File: src/rtl/uart_responder_pkg.sv
`default_nettype none
// ============================================================================
// Module   : uart_responder_pkg
// Brief    : Shared word/size definitions and byte-lane helpers for the
//            UART responder.
// Revision : 1.0 - initial release
// ============================================================================
package uart_responder_pkg;

    localparam int LEN_WORD = 32;
    localparam int BYTE_W   = 8;
    localparam int SIZE_W   = 2;

    // uart_size carries (byte count - 1)
    typedef enum logic [SIZE_W-1:0] {
        SZ_1B = 2'd0,
        SZ_2B = 2'd1,
        SZ_3B = 2'd2,
        SZ_4B = 2'd3
    } uart_size_e;

    function automatic logic [BYTE_W-1:0] get_byte(
        input logic [LEN_WORD-1:0] word,
        input logic [SIZE_W-1:0]   idx
    );
        return word[{idx, 3'b000} +: BYTE_W];
    endfunction

    function automatic logic [LEN_WORD-1:0] place_byte(
        input logic [LEN_WORD-1:0] word,
        input logic [BYTE_W-1:0]   b,
        input logic [SIZE_W-1:0]   idx
    );
        return word | (LEN_WORD'(b) << {idx, 3'b000});
    endfunction

endpackage : uart_responder_pkg
`default_nettype wire

File: src/rtl/byte_fifo.sv
`default_nettype none
// ============================================================================
// Module   : byte_fifo
// Brief    : Synchronous FIFO with registered pointers; written data becomes
//            visible one cycle after the push (no bypass).
// Revision : 1.0 - initial release
// ============================================================================
module byte_fifo #(
    parameter int DEPTH = 16,
    parameter int WIDTH = 8
) (
    input  logic             clk,
    input  logic             rst,
    input  logic             push,
    input  logic             pop,
    input  logic [WIDTH-1:0] din,
    output logic [WIDTH-1:0] dout,
    output logic             full,
    output logic             empty
);

    localparam int AW = (DEPTH > 1) ? $clog2(DEPTH) : 1;

    logic [WIDTH-1:0] r_mem [DEPTH];
    logic [AW:0]      r_wr_ptr;
    logic [AW:0]      r_rd_ptr;
    logic             w_wr_en;
    logic             w_rd_en;

    // Extra MSB separates the full case from the empty case at equal indices
    assign empty   = (r_wr_ptr == r_rd_ptr);
    assign full    = (r_wr_ptr[AW] != r_rd_ptr[AW]) &&
                     (r_wr_ptr[AW-1:0] == r_rd_ptr[AW-1:0]);
    assign w_rd_en = pop & ~empty;
    assign w_wr_en = push & (~full | w_rd_en);
    assign dout    = r_mem[r_rd_ptr[AW-1:0]];

    always_ff @(posedge clk) begin
        if (rst) begin
            r_wr_ptr <= '0;
            r_rd_ptr <= '0;
        end else begin
            if (w_wr_en) r_wr_ptr <= r_wr_ptr + 1'b1;
            if (w_rd_en) r_rd_ptr <= r_rd_ptr + 1'b1;
        end
    end

    always_ff @(posedge clk) begin
        if (w_wr_en) r_mem[r_wr_ptr[AW-1:0]] <= din;
    end

endmodule : byte_fifo
`default_nettype wire

File: src/rtl/uart_responder.sv
`default_nettype none
// ============================================================================
// Module   : uart_responder
// Brief    : Bridges core word requests to a byte-wide UART serializer
//            (transmit) and a buffered byte stream (receive).
// Revision : 1.0 - initial release
// ============================================================================
module uart_responder
    import uart_responder_pkg::*;
#(
    parameter int FIFO_DEPTH = 16
) (
    input  logic                clk,
    input  logic                rst,
    input  logic                uart_order,
    input  logic                uart_write_flag,
    input  logic [SIZE_W-1:0]   uart_size,
    input  logic [LEN_WORD-1:0] uart_o_data,
    output logic [LEN_WORD-1:0] uart_i_data,
    output logic                uart_accepted,
    output logic                uart_accessed,
    output logic [BYTE_W-1:0]   tx_data,
    output logic                tx_valid,
    input  logic                tx_ready,
    input  logic [BYTE_W-1:0]   rx_data,
    input  logic                rx_valid,
    output logic                rx_overrun
);

    typedef enum logic [3:0] {
        ST_IDLE = 4'b0001,
        ST_TX   = 4'b0010,
        ST_RX   = 4'b0100,
        ST_DONE = 4'b1000
    } state_t;

    state_t              r_state;
    logic [SIZE_W-1:0]   r_size;
    logic [SIZE_W-1:0]   r_k;
    logic [LEN_WORD-1:0] r_odata;
    logic [LEN_WORD-1:0] r_rx_word;
    logic [LEN_WORD-1:0] r_idata;
    logic                r_accepted;
    logic                r_accessed;
    logic [BYTE_W-1:0]   r_tx_data;
    logic                r_tx_valid;
    logic                r_overrun;

    logic [BYTE_W-1:0]   w_fifo_dout;
    logic                w_fifo_full;
    logic                w_fifo_empty;
    logic                w_pop;
    logic                w_drop;
    logic                w_last;
    logic [LEN_WORD-1:0] w_rx_word;

    assign w_pop     = (r_state == ST_RX) & ~w_fifo_empty;
    assign w_drop    = rx_valid & w_fifo_full & ~w_pop;
    assign w_last    = (r_k == r_size);
    assign w_rx_word = place_byte(r_rx_word, w_fifo_dout, r_k);

    byte_fifo #(
        .DEPTH (FIFO_DEPTH),
        .WIDTH (BYTE_W)
    ) u_rx_fifo (
        .clk   (clk),
        .rst   (rst),
        .push  (rx_valid),
        .pop   (w_pop),
        .din   (rx_data),
        .dout  (w_fifo_dout),
        .full  (w_fifo_full),
        .empty (w_fifo_empty)
    );

    always_ff @(posedge clk) begin
        if (rst) begin
            r_state    <= ST_IDLE;
            r_size     <= '0;
            r_k        <= '0;
            r_odata    <= '0;
            r_rx_word  <= '0;
            r_idata    <= '0;
            r_accepted <= 1'b0;
            r_accessed <= 1'b0;
            r_tx_data  <= '0;
            r_tx_valid <= 1'b0;
            r_overrun  <= 1'b0;
        end else begin
            r_accepted <= 1'b0;
            r_accessed <= 1'b0;
            if (w_drop) r_overrun <= 1'b1;

            unique case (r_state)
                ST_IDLE: begin
                    if (uart_order) begin
                        r_size     <= uart_size;
                        r_odata    <= uart_o_data;
                        r_k        <= '0;
                        r_rx_word  <= '0;
                        r_accepted <= 1'b1;
                        if (uart_write_flag) begin
                            r_state    <= ST_TX;
                            r_tx_valid <= 1'b1;
                            r_tx_data  <= get_byte(uart_o_data, 2'd0);
                        end else begin
                            r_state <= ST_RX;
                        end
                    end
                end
                ST_TX: begin
                    if (r_tx_valid && tx_ready) begin
                        if (w_last) begin
                            r_state    <= ST_DONE;
                            r_tx_valid <= 1'b0;
                            r_tx_data  <= '0;
                            r_accessed <= 1'b1;
                        end else begin
                            r_k       <= r_k + 1'b1;
                            r_tx_data <= get_byte(r_odata, r_k + 1'b1);
                        end
                    end
                end
                ST_RX: begin
                    if (w_pop) begin
                        if (w_last) begin
                            r_state    <= ST_DONE;
                            r_idata    <= w_rx_word;
                            r_accessed <= 1'b1;
                        end else begin
                            r_rx_word <= w_rx_word;
                            r_k       <= r_k + 1'b1;
                        end
                    end
                end
                ST_DONE: begin
                    r_state <= ST_IDLE;
                end
                default: begin
                    r_state <= ST_IDLE;
                end
            endcase
        end
    end

    assign uart_i_data   = r_idata;
    assign uart_accepted = r_accepted;
    assign uart_accessed = r_accessed;
    assign tx_data       = r_tx_data;
    assign tx_valid      = r_tx_valid;
    assign rx_overrun    = r_overrun;

endmodule : uart_responder
`default_nettype wire

File: config.mk
export PLATFORM = sky130hd
export DESIGN_NAME = uart_responder
export DESIGN_NICKNAME = d
export VERILOG_FILES = /design/src/rtl/uart_responder_pkg.sv /design/src/rtl/byte_fifo.sv /design/src/rtl/uart_responder.sv
export SDC_FILE = /design/constraint.sdc
export NUM_CORES = 1
export LEC_CHECK = 0
export CAP_MARGIN = 25
export CORE_AREA = 5 5 136 138
export CTS_CLUSTER_DIAMETER = 150
export CTS_CLUSTER_SIZE = 8
export DETAILED_ROUTE_END_ITERATION = 10
export DIE_AREA = 0 0 141 143
export MAX_ROUTING_LAYER = met4
export PLACE_DENSITY = 0.82
export SLEW_MARGIN = 5
export SYNTH_ARGS = -nofsm -noshare
export SYNTH_HDL_FRONTEND = slang
export SYNTH_SLANG_ARGS = --single-unit
File: constraint.sdc
create_clock -name clk -period 3.8 [get_ports clk]
set_clock_uncertainty 0.05 [all_clocks]
set_input_delay 0.95 -clock clk [delete_from_list [all_inputs] [get_ports clk]]
set_output_delay 0.95 -clock clk [all_outputs]
set_load 0.005 [all_outputs]
-- Yosys cells after proc, flatten, opt, wreduce, memory -nomap -nowiden
Memories as Yosys holds them, arrays and structs flattened. A register that Yosys moved wholly into a read port is not among the register bits.
Cells that the tools add are included.
- $add $sub $neg: 3
- equality and inequality tests: 13
- shift operators: 2
- mux-type cells: 34
- bitwise gates (word level): 11
- reduce and logical (&&, ||, !) cells: 13
- operators by type and width (kind ; number):
    32-bit two-way mux ; 3
    32-bit one-hot mux with 2 select lines ; 1
    8-bit two-way mux ; 4
    32-bit OR ; 1
    32-bit by 6-bit indexed part select with 8-bit output ; 1
    8-bit by 5-bit << shifter with 32-bit output ; 1
    4-bit two-way mux ; 6
    8-bit one-hot mux with 2 select lines ; 1
    4-bit one-hot mux with 3 select lines ; 1
    4-bit AND reduction ; 3
    5-bit by 1-bit adder with 5-bit output (second input constant) ; 2
    1-bit two-way mux ; 10
    2-bit != test (second input constant) ; 5
    2-bit two-way mux ; 4
    2-bit one-hot mux with 3 select lines ; 1
    3-bit AND reduction ; 2
    1-bit AND ; 5
    5-bit equality test ; 1
    5-bit AND reduction ; 1
    4-bit by 1-bit equality test with 1-bit output (second input constant) ; 1
    4-bit by 2-bit equality test with 1-bit output (second input constant) ; 1
    4-bit by 3-bit equality test with 1-bit output (second input constant) ; 1
    4-bit equality test ; 1
    1-bit NOT ; 4
    12 further kinds ; 15
- register bits: 126
- memory bits (writable): 128
- input port bits: 48
- output and inout port bits: 44
- word-level logic and storage cells: 90
- memories kept: 1
- memories (memory ; words ; width ; read ports ; clocked after Yosys merged registers in ; write ports ; RTL line ; text):
    u_rx_fifo.r_mem ; 16 ; 8 ; 1 ; 1 ; 1 ; byte_fifo.sv:24 ; logic [WIDTH-1:0] r_mem [DEPTH];

-- Logic depth before layout (Yosys ltp)
Gate-level depths: netlist of run 1.
- depth after elaboration: 8
- gate-level depth with buffers: 7
- mapped depth without buffers: 5

-- Hierarchy
From an unflattened synthesis of run 1, not the netlist that was laid out.
- cells, all modules: 831
- area total of the unflattened synthesis: 10637.7 sq um
- by module, submodules not included (module ; instances ; cells each ; area each (sq um) ; sequential area each (sq um)):
    byte_fifo ; 1 ; 263 ; 5704.2 ; 4124.0
    uart_responder ; 1 ; 568 ; 4933.5 ; 2322.2

-- Worst setup path after synthesis of run 1
No wires, ideal clock.
- path kind: flip-flop to flip-flop
- from: register r_state[1]
- to: memory u_rx_fifo.r_mem[3][0] (enable)
- library setup time: 0.383 ns
- data arrival time: 1.800 ns
- required time: 3.367 ns
- slack: 1.567 ns
- cell stages (with the launch flop): 5
- buffers on the path: 0
- clock period less this slack: 2.233 ns
- path through: dfxtp_1 or4b_1 nand2_1 o211ai_1 nor3_1
- longest elaborated chain between the ends: 7
- RTL lines (what ; RTL line ; text):
    from (decl) ; uart_responder.sv:37 ; state_t r_state;
    from (signal assigned) ; uart_responder.sv:78 ; r_state <= ST_IDLE;
    from (signal assigned) ; uart_responder.sv:103 ; r_state <= ST_TX;
    from (signal assigned) ; uart_responder.sv:107 ; r_state <= ST_RX;
    4-bit by 3-bit equality test with 1-bit output ; uart_responder.sv:57 ; assign w_pop = (r_state == ST_RX) & ~w_fifo_empty;
    1-bit AND ; uart_responder.sv:57 ;
    1-bit AND ; byte_fifo.sv:34 ; assign w_rd_en = pop & ~empty;
    1-bit OR ; byte_fifo.sv:35 ; assign w_wr_en = push & (~full | w_rd_en);
    1-bit AND ; byte_fifo.sv:35 ;
    1-bit two-way mux ; byte_fifo.sv:49 ; if (w_wr_en) r_mem[r_wr_ptr[AW-1:0]] <= din;
    1-bit two-way mux (not written as such) ; byte_fifo.sv:49 ;
    to (decl) ; byte_fifo.sv:24 ;
No other way between the ends.

-- Worst setup path in the final report of run 1
- from: register r_k[0]
- to: register r_idata[28] (netlist: uart_i_data[28])
- longest elaborated chain between the ends: 2
- elaborated cells on any way between the ends: 4
- those cells by class: 1 x eq/ne; 1 x shift; 1 x bitwise; 1 x reduce/logical
- RTL lines (what ; RTL line ; text):
    from (decl) ; uart_responder.sv:39 ; logic [SIZE_W-1:0] r_k;
    from (signal assigned) ; uart_responder.sv:119 ; r_k <= r_k + 1'b1;
    from (signal assigned) ; uart_responder.sv:132 ; r_k <= r_k + 1'b1;
    8-bit by 5-bit << shifter with 32-bit output / 2-bit equality test (equally long branches) ; uart_responder_pkg.sv:34, uart_responder.sv:59 ;
    32-bit OR / 3-bit AND reduction (equally long branches) ; - ;
    to (signal assigned) ; uart_responder.sv:128 ; r_idata <= w_rx_word;
    to (decl) ; uart_responder.sv:42 ; logic [LEN_WORD-1:0] r_idata;
Parallel ways exist; a longest one is shown, timed or not.
A chain may end at the register's enable or synchronous reset.

==> results of run 1 <==
cell type report:
cell class | count | area, sq um | area share (%)
Multi-Input combinational cell | 443 | 3457 | 28.24
Tap cell | 225 | 281.5 | 2.300
Sequential cell | 258 | 6447 | 52.67
Clock inverter | 2 | 17.52 | 0.1431
Clock buffer | 54 | 1032 | 8.433
Timing Repair Buffer | 99 | 985.9 | 8.055
Inverter | 5 | 18.77 | 0.1533
metrics by stage:
step	utilization [%]	setup slack, ps
global placement	65.45	915.4
finish	71.77	976.2
detailed placement	65.45	845.8
floorplan	-	1567
CTS	71.60	976.8
global route	71.77	764.7
logic make-up (layout without fill, tap and decap cells):
family	after synthesis	count (layout)	synth area share (%)
buffers and inverters	52	160	2.154
and+or+nand+nor	209	209	10.23
DFF	258	258	63.76
muxes	75	75	12.39
AOI/OAI and AO/OA	140	140	9.629
adders and majority gates	5	5	0.6188
xor gates and xnor gates	14	14	1.213
state kept, by name, indices dropped and copies added (netlist names), 4 cells and up, named ones only:
name,cells
uart_i_data,32
r_odata,32
u_rx_fifo.r_mem,128
r_state,4
u_rx_fifo.r_wr_ptr,5
u_rx_fifo.r_rd_ptr,5
r_rx_word,32
tx_data,8
layer usage:
metal  routed length, microns  track usage [%]  vias up  part of all wire (%)
li1                         -                -     3037                     -
met5                        0                -        -                     0
met3                     1692            4.253       53                   7.1
met4                      619            8.108        0                   2.6
met1                     9708            32.00     3290                    41
met2                    11700            39.26      305                    49
critical path: cells and delay by family, from the launching register on:
kind	cells	cell delay (ps)
AOI/OAI and AO/OA	2	500
DFF	1	880
buffers and inverters	1	360
xor gates and xnor gates	1	230
and+or+nand+nor	2	680
layout by cell type (no fill, tap or decap), drive strengths merged, types with 5 or more instances in the layout:
master,synthesis,final
a211oi,8,8
a21oi,42,42
a22o,32,32
a22oi,9,9
and3,14,14
and4,8,8
buf,15,9
clkbuf,32,54
clkdlybuf4s50,0,90
dfxtp,130,130
edfxtp,128,128
ha,5,5
inv,5,6
mux2i,34,34
mux4,40,40
nand2,109,109
nand4,10,10
nor2,29,29
nor2b,9,9
nor3,6,6
o22ai,32,32
or2,6,6
xnor2,8,8
xor2,6,6
Yosys cell counts, drive strengths merged (2+ instances only):
| master | number |
|---|---|
| a211oi | 8 |
| o21ai | 3 |
| a2111oi | 3 |
| xnor2 | 8 |
| nand4 | 10 |
| dfxtp | 130 |
| o21a | 2 |
| and2 | 4 |
| or3 | 3 |
| a21oi | 42 |
| edfxtp | 128 |
| mux4 | 40 |
| or2 | 6 |
| o41ai | 2 |
| mux2i | 34 |
| inv | 5 |
| nor2 | 29 |
| nor3b | 2 |
| o22ai | 32 |
| or4 | 2 |
| nor2b | 9 |
| ha | 5 |
| a22o | 32 |
| nand2 | 109 |
| xor2 | 6 |
| and4 | 8 |
| clkbuf | 32 |
| nor4b | 2 |
| o211ai | 4 |
| buf | 15 |
| or4b | 2 |
| and3 | 14 |
| a22oi | 9 |
| nor3 | 6 |
worst max-delay path by stage:
stage                                  endpoint  cells after the start
after floorplan           u_rx_fifo.r_mem[3][0]                      4
after global placement    u_rx_fifo.r_mem[0][7]                      3
after detailed placement  u_rx_fifo.r_mem[2][2]                      3
after CTS                       uart_i_data[31]                      6
after global routing            uart_i_data[26]                      6
final                           uart_i_data[28]                      6
power groups by stage:
stage | clock (W) | sequential [W] | combinational (W)
2_1_floorplan | 0 | 0.00308 | 0.000260
3_3_place_gp | 0 | 0.00309 | 0.000418
3_5_place_dp | 0 | 0.00310 | 0.000432
4_1_cts | 0.00301 | 0.00305 | 0.000438
5_1_grt | 0.00314 | 0.00305 | 0.000492
6_report | 0.00297 | 0.00305 | 0.000452
==> reports/results.ini, run 1 <==
[cells_and_area]
nFillCells = 1108
design_area_sq_mm = 0.01224
nNetsFinal = 898
antennaDiodeCount = 0
area_growth_pct = 21.08
layout.cells.non_filler = 1086
drive_gt1_share_pct = 12.08

[cts]
cts_root_buffer = clkbuf_16
clock_latency_ps = 510
clk_path_buf_depth = 3
cts_tree = done
cts_setup_buffers = 0
numClockSinks = 258
numCtsBuffers = 38
post_cts_resized = 0
clkSlewWorstSetupHoldPaths_ps = 50
cts_hold_buf = 0
cts_max_level = 2

[logic_synthesis]
synthDistinctLibCells = 51
synth-edff-count = 128
yosys.area.top_type = edfxtp_1
async_flop_share_pct = 0
post_synth_instance_area_sq_mm = 0.01011
ys.flop_type = dfxtp_1
avgSynthCellArea_sq_um = 13.43
syn_nets = 806
synth.area.top_cells = edfxtp_1 (38%), dfxtp_1 (26%), mux4_2 (8.9%)
ys_seq_elements = 258
yosys.area.top_type_share_pct = 38.02
synth_seq_area_share_pct = 63.76
synthCells = 753
yosysWarnings = 0

[placement]
place_area_sq_mm = 0.01116
globalplace.congestion = 0.8818
placedCellCount = 1029
dp_hpwl_mm = 15.88
io_buffers = 91

[die]
start_util_pct = 59.27
io_pins = 92
fp.dieH_microns = 143
die_w_microns = 141
rows = 48
dieArea_sq_mm = 0.02016
fp.coreArea_sq_mm = 0.01706

[worst_hold_path]
hp-class = flip-flop to flip-flop
min_path_cells = 2
worstHoldEndpoint = r_odata[25]
min-delay-start = r_odata[25]

[timing]
clock.fmax_mhz = 354.1
max_slew_margin_pct = 41.40
tns_ps = 0
report.final.setup_viol = 0
hold_ws_ps = 404.7
worst_slew_pin_slew_ps = 872.2
hold_viol = 0
min_period_over_period_pct = 74.31
rsz0062_at_grt = no
fin_crit_ps = 2824
drv_slew = 0

[pwr]
power_switching_share_pct = 22.07
power_density_mw_per_mm2 = 529.1
p_clk_share_pct = 45.9
p_int_w = 0.005047
power.share.combinational_pct = 7.0
power.switching_w = 0.001429
peakVddDrop_uv = 412.2
seqPwrFrac_pct = 47.1
power_leakage_nw = 4.375
total_power_w = 0.006476

[grt]
grt_usage_pct = 24.43
grt_pass1_wl_mm = 37.18
grt_start_max_net_pins = 81
grt_pass1_vias = 6752
antenna_found_initial = 0
overflow = 0

[outcome]
outcome = complete, no violations

[worst_setup_path]
critPathMaxStageDelay_ps = 880
r2r-end = uart_i_data[28]
r2r_slack_ps = 980
cp.required_ps = 4170
criticalPathCategory = flip-flop to flip-flop
r2r_start = r_k[0]
r2r_cells = 6
cp-start-kind = flip-flop
end_kind = flip-flop
worst_path_max_delay_cell = dfxtp_1
startpoint = r_k[0]
crit_arrival_ps = 3190
cp_cell_sequence = xnor2_1 -> and2_1 -> o211ai_4 -> buf_4 -> or2_1 -> o22ai_1
critical_path.max_fanout = 19

[detailed_routing]
ant_nets = 0
first_iter_violations = 739
vias_per_cell = 6.156
firstDrtPassIters = 5
post_drt_wl_per_cell_microns = 21.84
drc = 0
drt_wl_total_mm = 23.72
vias = 6685

[flow_run]
maxCapViolCount = 0

Power figures use the tool's default switching activity.
==> run 2, diff against run 1 <==
--- a/config.mk
+++ b/config.mk
@@ -6,13 +6,13 @@
 export NUM_CORES = 1
 export LEC_CHECK = 0
 export CAP_MARGIN = 25
-export CORE_AREA = 5 5 136 138
+export CORE_AREA = 5 5 146 148
 export CTS_CLUSTER_DIAMETER = 150
 export CTS_CLUSTER_SIZE = 8
 export DETAILED_ROUTE_END_ITERATION = 10
-export DIE_AREA = 0 0 141 143
+export DIE_AREA = 0 0 151 153
 export MAX_ROUTING_LAYER = met4
-export PLACE_DENSITY = 0.82
+export PLACE_DENSITY = 0.75
 export SLEW_MARGIN = 5
 export SYNTH_ARGS = -nofsm -noshare
 export SYNTH_HDL_FRONTEND = slang
==> constraint.sdc (replaced) <==
create_clock -name clk -period 2.5 [get_ports clk]
set_clock_uncertainty 0.05 [all_clocks]
set_input_delay 0.625 -clock clk [delete_from_list [all_inputs] [get_ports clk]]
set_output_delay 0.625 -clock clk [all_outputs]
set_load 0.005 [all_outputs]
==> run 2 against run 1 <==
Global-route usage fell by 3.6 points. Core utilization fell by 8.6 points. Die area rose by 15%. Combinational power increased by 58%. Routed wire length down 1.6%. Non-clock buffer count up 31. Fmax up 20%. Flip-flop and latch count unchanged. Critical endpoint is now u_rx_fifo.r_mem[7][2].
==> reports/results.ini, run 2 (synthesis gave the netlist of run 1 again) <==
[placement]
io_buffers = 91
globalplace.congestion = 0.9146
dp_worst_setup_slack_ps = 16.45
dp_hpwl_mm = 15.35

[cells_and_area]
layout_common_cells = dfxtp_1 (129), edfxtp_1 (128), nand2_1 (109), clkdlybuf4s50_1 (90), a21oi_1 (41)
finish.utilization_pct = 63.15
area_growth_pct = 24.36
layout_commonest_cell = dfxtp_1
antennaDiodeCount = 0
nNetsFinal = 929
drive_gt1_share_pct = 15.33
largest_reg_flops = 128

[timing]
tns_ps = 0
max_slew_margin_pct = 47.49
min_period_over_period_pct = 93.99
clock.fmax_mhz = 425.6
worst_slew_pin_slew_ps = 786.0
fin_ws_ps = 150.4
hold_ws_ps = 406.2
rsz0062_at_grt = no
hold_viol = 0
report.final.setup_viol = 0
drv_slew = 0
fin_crit_ps = 2350

[worst_setup_path]
critical_path.max_fanout = 8
cp.required_ps = 2580
criticalPathCategory = flip-flop to flip-flop
end_kind = flip-flop
cp-start-kind = flip-flop
crit_arrival_ps = 2430

[die]
die_w_microns = 151
fp.coreArea_sq_mm = 0.01991
start_util_pct = 50.78
fp.dieH_microns = 153
dieArea_sq_mm = 0.02310
io_pins = 92
rows = 52

[grt]
antenna_found_initial = 0
overflow = 0
grt_pass1_vias = 6577
grt_usage_pct = 20.83
grt_start_max_net_pins = 53
grt_pass1_wl_mm = 36.80

[cts]
clock_latency_ps = 510
clkSlewWorstSetupHoldPaths_ps = 50
cts_tree = done
cts_root_buffer = clkbuf_16
numClockSinks = 258
numCtsBuffers = 38
cts_hold_buf = 0
cts_setup_buffers = 0
post_cts_resized = 0
clk_path_buf_depth = 3
cts_max_level = 2

[detailed_routing]
ant_nets = 0
firstDrtPassIters = 5
vias = 6706
first_iter_violations = 500
vias_per_cell = 5.796
post_drt_wl_per_cell_microns = 20.18
drt_wl_total_mm = 23.34
drc = 0

[pwr]
peakVddDrop_uv = 652.2
power_density_mw_per_mm2 = 777.3
total_power_w = 0.009772
power_leakage_nw = 4.542

[outcome]
outcome = complete, no violations

[flow_run]
maxCapViolCount = 0

[worst_hold_path]
hp-class = flip-flop to flip-flop

==> run 2: cell count changes in the layout (fill, tap and decap cells not counted) <==
cell,delta
buf_2,-1
clkbuf_16,-1
buf_4,+26
buf_12,+6
clkbuf_1,-6
buf_8,+1
inv_6,+1
buf_16,-1
clkinv_8,+1
==> run 2: worst paths after layout <==
check	start	end	slack (ps)	cells after the start
worst max register to register	r_state[0]	u_rx_fifo.r_mem[7][2]	150	4
worst max-delay path	r_state[0]	u_rx_fifo.r_mem[7][2]	150	4
worst min-delay path	r_odata[6]	r_odata[6]	410	2
worst min register to register	r_odata[6]	r_odata[6]	410	2
==> run 2: cell type report <==
class | count | area (sq um)
Clock buffer | 47 | 984.7
Multi-Input combinational cell | 443 | 3457
Tap cell | 270 | 337.8
Timing Repair Buffer | 130 | 1284
Fill cell | 1518 | 7337
Inverter | 5 | 18.77
Sequential cell | 258 | 6447
Clock inverter | 4 | 42.54
==> run 2: per-layer routing <==
metal / global-route usage [%] / routed length (microns)
met2: 31.16 / 11160
met4: 5.699 / 396
met5: - / 0
met1: 30.15 / 10260
met3: 2.932 / 1529
==> run 2: critical path: stages (launching register included) <==
cell and delay (ps):
dfxtp_1 310, or4b_1 600, nand2_1 190, o211ai_1 160
nor2b_1 660
==> run 2: metrics by stage <==
| stage | area [sq um] | cells |
|---|---|---|
| floorplan | 10110 | 753 |
| global placement | 11530 | 1105 |
| detailed placement | 11540 | 1106 |
| CTS | 12570 | 1157 |
| global route | 12570 | 1157 |
| finish | 12570 | 1157 |
==> run 2: power by group <==
group	switching [W]	leakage (nW)	internal, W
Clock	0.00170	0.499	0.00274
Sequential	0.0000620	2.21	0.00456
Combinational	0.000409	1.83	0.000306
==> run 3, diff against run 2 <==
==> constraint.sdc (replaced) <==
create_clock -name clk -period 1.95 [get_ports clk]
set_clock_uncertainty 0.05 [all_clocks]
set_input_delay 0.4875 -clock clk [delete_from_list [all_inputs] [get_ports clk]]
set_output_delay 0.4875 -clock clk [all_outputs]
set_load 0.005 [all_outputs]
==> run 3 against run 2 <==
The run now ends with negative setup slack left. Count of clock-buffer cells in the layout increased by 9. Register-to-register slack worse by 190 ps. Setup slack got worse by 190 ps. Critical endpoint is now u_rx_fifo.r_mem[3][1]. Highest routed layer unchanged.
==> reports/results.ini, run 3 (synthesis gave the netlist of run 1 again) <==
[outcome]
outcome = finished with violations
violations = negative setup slack

[timing]
clock.fmax_mhz = 502.6
hold_viol = 0
max_slew_margin_pct = 53.58
rsz0062_at_grt = yes
hold_ws_ps = 338.5
min_period_over_period_pct = 102.0
fin_ws_ps = -39.63
fin_crit_ps = 1990
drv_slew = 0
worst_slew_pin_slew_ps = 694.9
report.final.setup_viol = 64

[pwr]
power_density_mw_per_mm2 = 960.1
total_power_w = 0.01290
peakVddDrop_uv = 755.8
power_leakage_nw = 4.970

[placement]
io_buffers = 91
dp_hpwl_mm = 15.71
dp_worst_setup_slack_ps = -234.5
placedCellCount = 1134
globalplace.congestion = 0.8701
place_area_sq_mm = 0.01183

[cts]
numCtsBuffers = 38
cts_hold_buf = 0
cts_max_level = 2
cts_root_buffer = clkbuf_16
numClockSinks = 258
cts_tree = done
clkSlewWorstSetupHoldPaths_ps = 60
clock_latency_ps = 510
clk_path_buf_depth = 3

[grt]
overflow = 0
grt_pass1_wl_mm = 37.87
grt_pass1_vias = 6837
antenna_found_initial = 0
grt_start_max_net_pins = 56
grt_usage_pct = 21.51

[cells_and_area]
largest_reg_flops = 128
area_growth_pct = 32.86
design_area_sq_mm = 0.01343
layout.cells.non_filler = 1209
nNetsFinal = 972
drive_gt1_share_pct = 25.77
antennaDiodeCount = 0
nFillCells = 1386
layout_common_cells = edfxtp_1 (128), dfxtp_1 (119), nand2_1 (96), clkdlybuf4s50_1 (85), buf_4 (55)
layout_commonest_cell = edfxtp_1

[worst_hold_path]
hp-class = primary input to flip-flop
min-delay-start = rst

[die]
fp.coreArea_sq_mm = 0.01991
dieArea_sq_mm = 0.02310
fp.dieH_microns = 153
io_pins = 92
start_util_pct = 50.78
die_w_microns = 151
rows = 52

[detailed_routing]
drt_wl_total_mm = 25.37
vias = 6970
firstDrtPassIters = 5
post_drt_wl_per_cell_microns = 20.98
first_iter_violations = 480
ant_nets = 0
vias_per_cell = 5.765
drc = 0

[worst_setup_path]
r2r_cells = 5
r2r-end = u_rx_fifo.r_mem[3][1]
crit_arrival_ps = 2160
r2r_slack_ps = -40
cp-start-kind = flip-flop
end_kind = flip-flop
cp.required_ps = 2120
critical_path.max_fanout = 8
r2r_start = r_state[0]
startpoint = r_state[0]
criticalPathCategory = flip-flop to flip-flop
crit_end = u_rx_fifo.r_mem[3][1]

[flow_run]
maxCapViolCount = 0

[run 3: changes by cell type in the layout (fill, tap and decap cells not counted), moves of 8 or more]
cell | before | now
dfxtp_1 | 129 | 119
and3_1 | 14 | 1
and3_4 | 0 | 13
buf_12 | 6 | 14
nand2_1 | 109 | 96
nand2_2 | 0 | 12
buf_4 | 33 | 55
dfxtp_2 | 1 | 9
clkbuf_1 | 9 | 18
[run 3: through the flow]
stage / TNS [ps] / util (%)
5_1_grt: -3687 / 67.46
4_1_cts: -324.0 / 65.42
2_1_floorplan: -869.4 / -
3_5_place_dp: -15960 / 59.44
3_3_place_gp: -11070 / 59.44
6_report: -885.7 / 67.46
[run 3: cell type report]
cell class,count,area [sq um],share of cell area [%]
Inverter,5,18.77,0.1397
Clock inverter,4,42.54,0.3167
Tap cell,270,337.8,2.515
Multi-Input combinational cell,444,3724,27.72
Timing Repair Buffer,172,1826,13.59
Sequential cell,258,6465,48.13
Clock buffer,56,1018,7.583
[run 3: where the power goes]
group | switching [W] | total (W) | internal, W
combinational | 0.000593 | 0.00115 | 0.000557
clock | 0.00224 | 0.00583 | 0.00359
sequential | 0.0000748 | 0.00592 | 0.00584
[run 3: per-layer routing]
metal / track usage (%) / vias to the layer above / routed length [microns]
met5: - / - / 0
met4: 6.218 / 0 / 479
met3: 3.228 / 37 / 1294
met2: 33.77 / 206 / 12660
met1: 29.34 / 3527 / 10940
li1: - / 3200 / -
[run 3: what timing repair did]
action	4_1_cts	5_1_grt
resized for setup	32	59
endpoints found under the setup margin	170	183
buffers inserted	2	9
pin swaps	6	19
cloned	0	7
[run 3: worst min-delay path by stage]
stage                     slack, ps           to  depth (start not counted)
after floorplan                 380  r_odata[24]                          2
after global placement          390   r_odata[0]                          2
after global routing            350   rx_overrun                          3
after detailed placement        400  r_odata[20]                          2
after CTS                       320   rx_overrun                          3
final                           340   rx_overrun                          3
[run 3: critical path: stages (launching register included)]
cell	delay [ps]
dfxtp_2	320
or4b_4	580
nand2_4	110
o211ai_1	230
nor3_4	240
buf_12	160
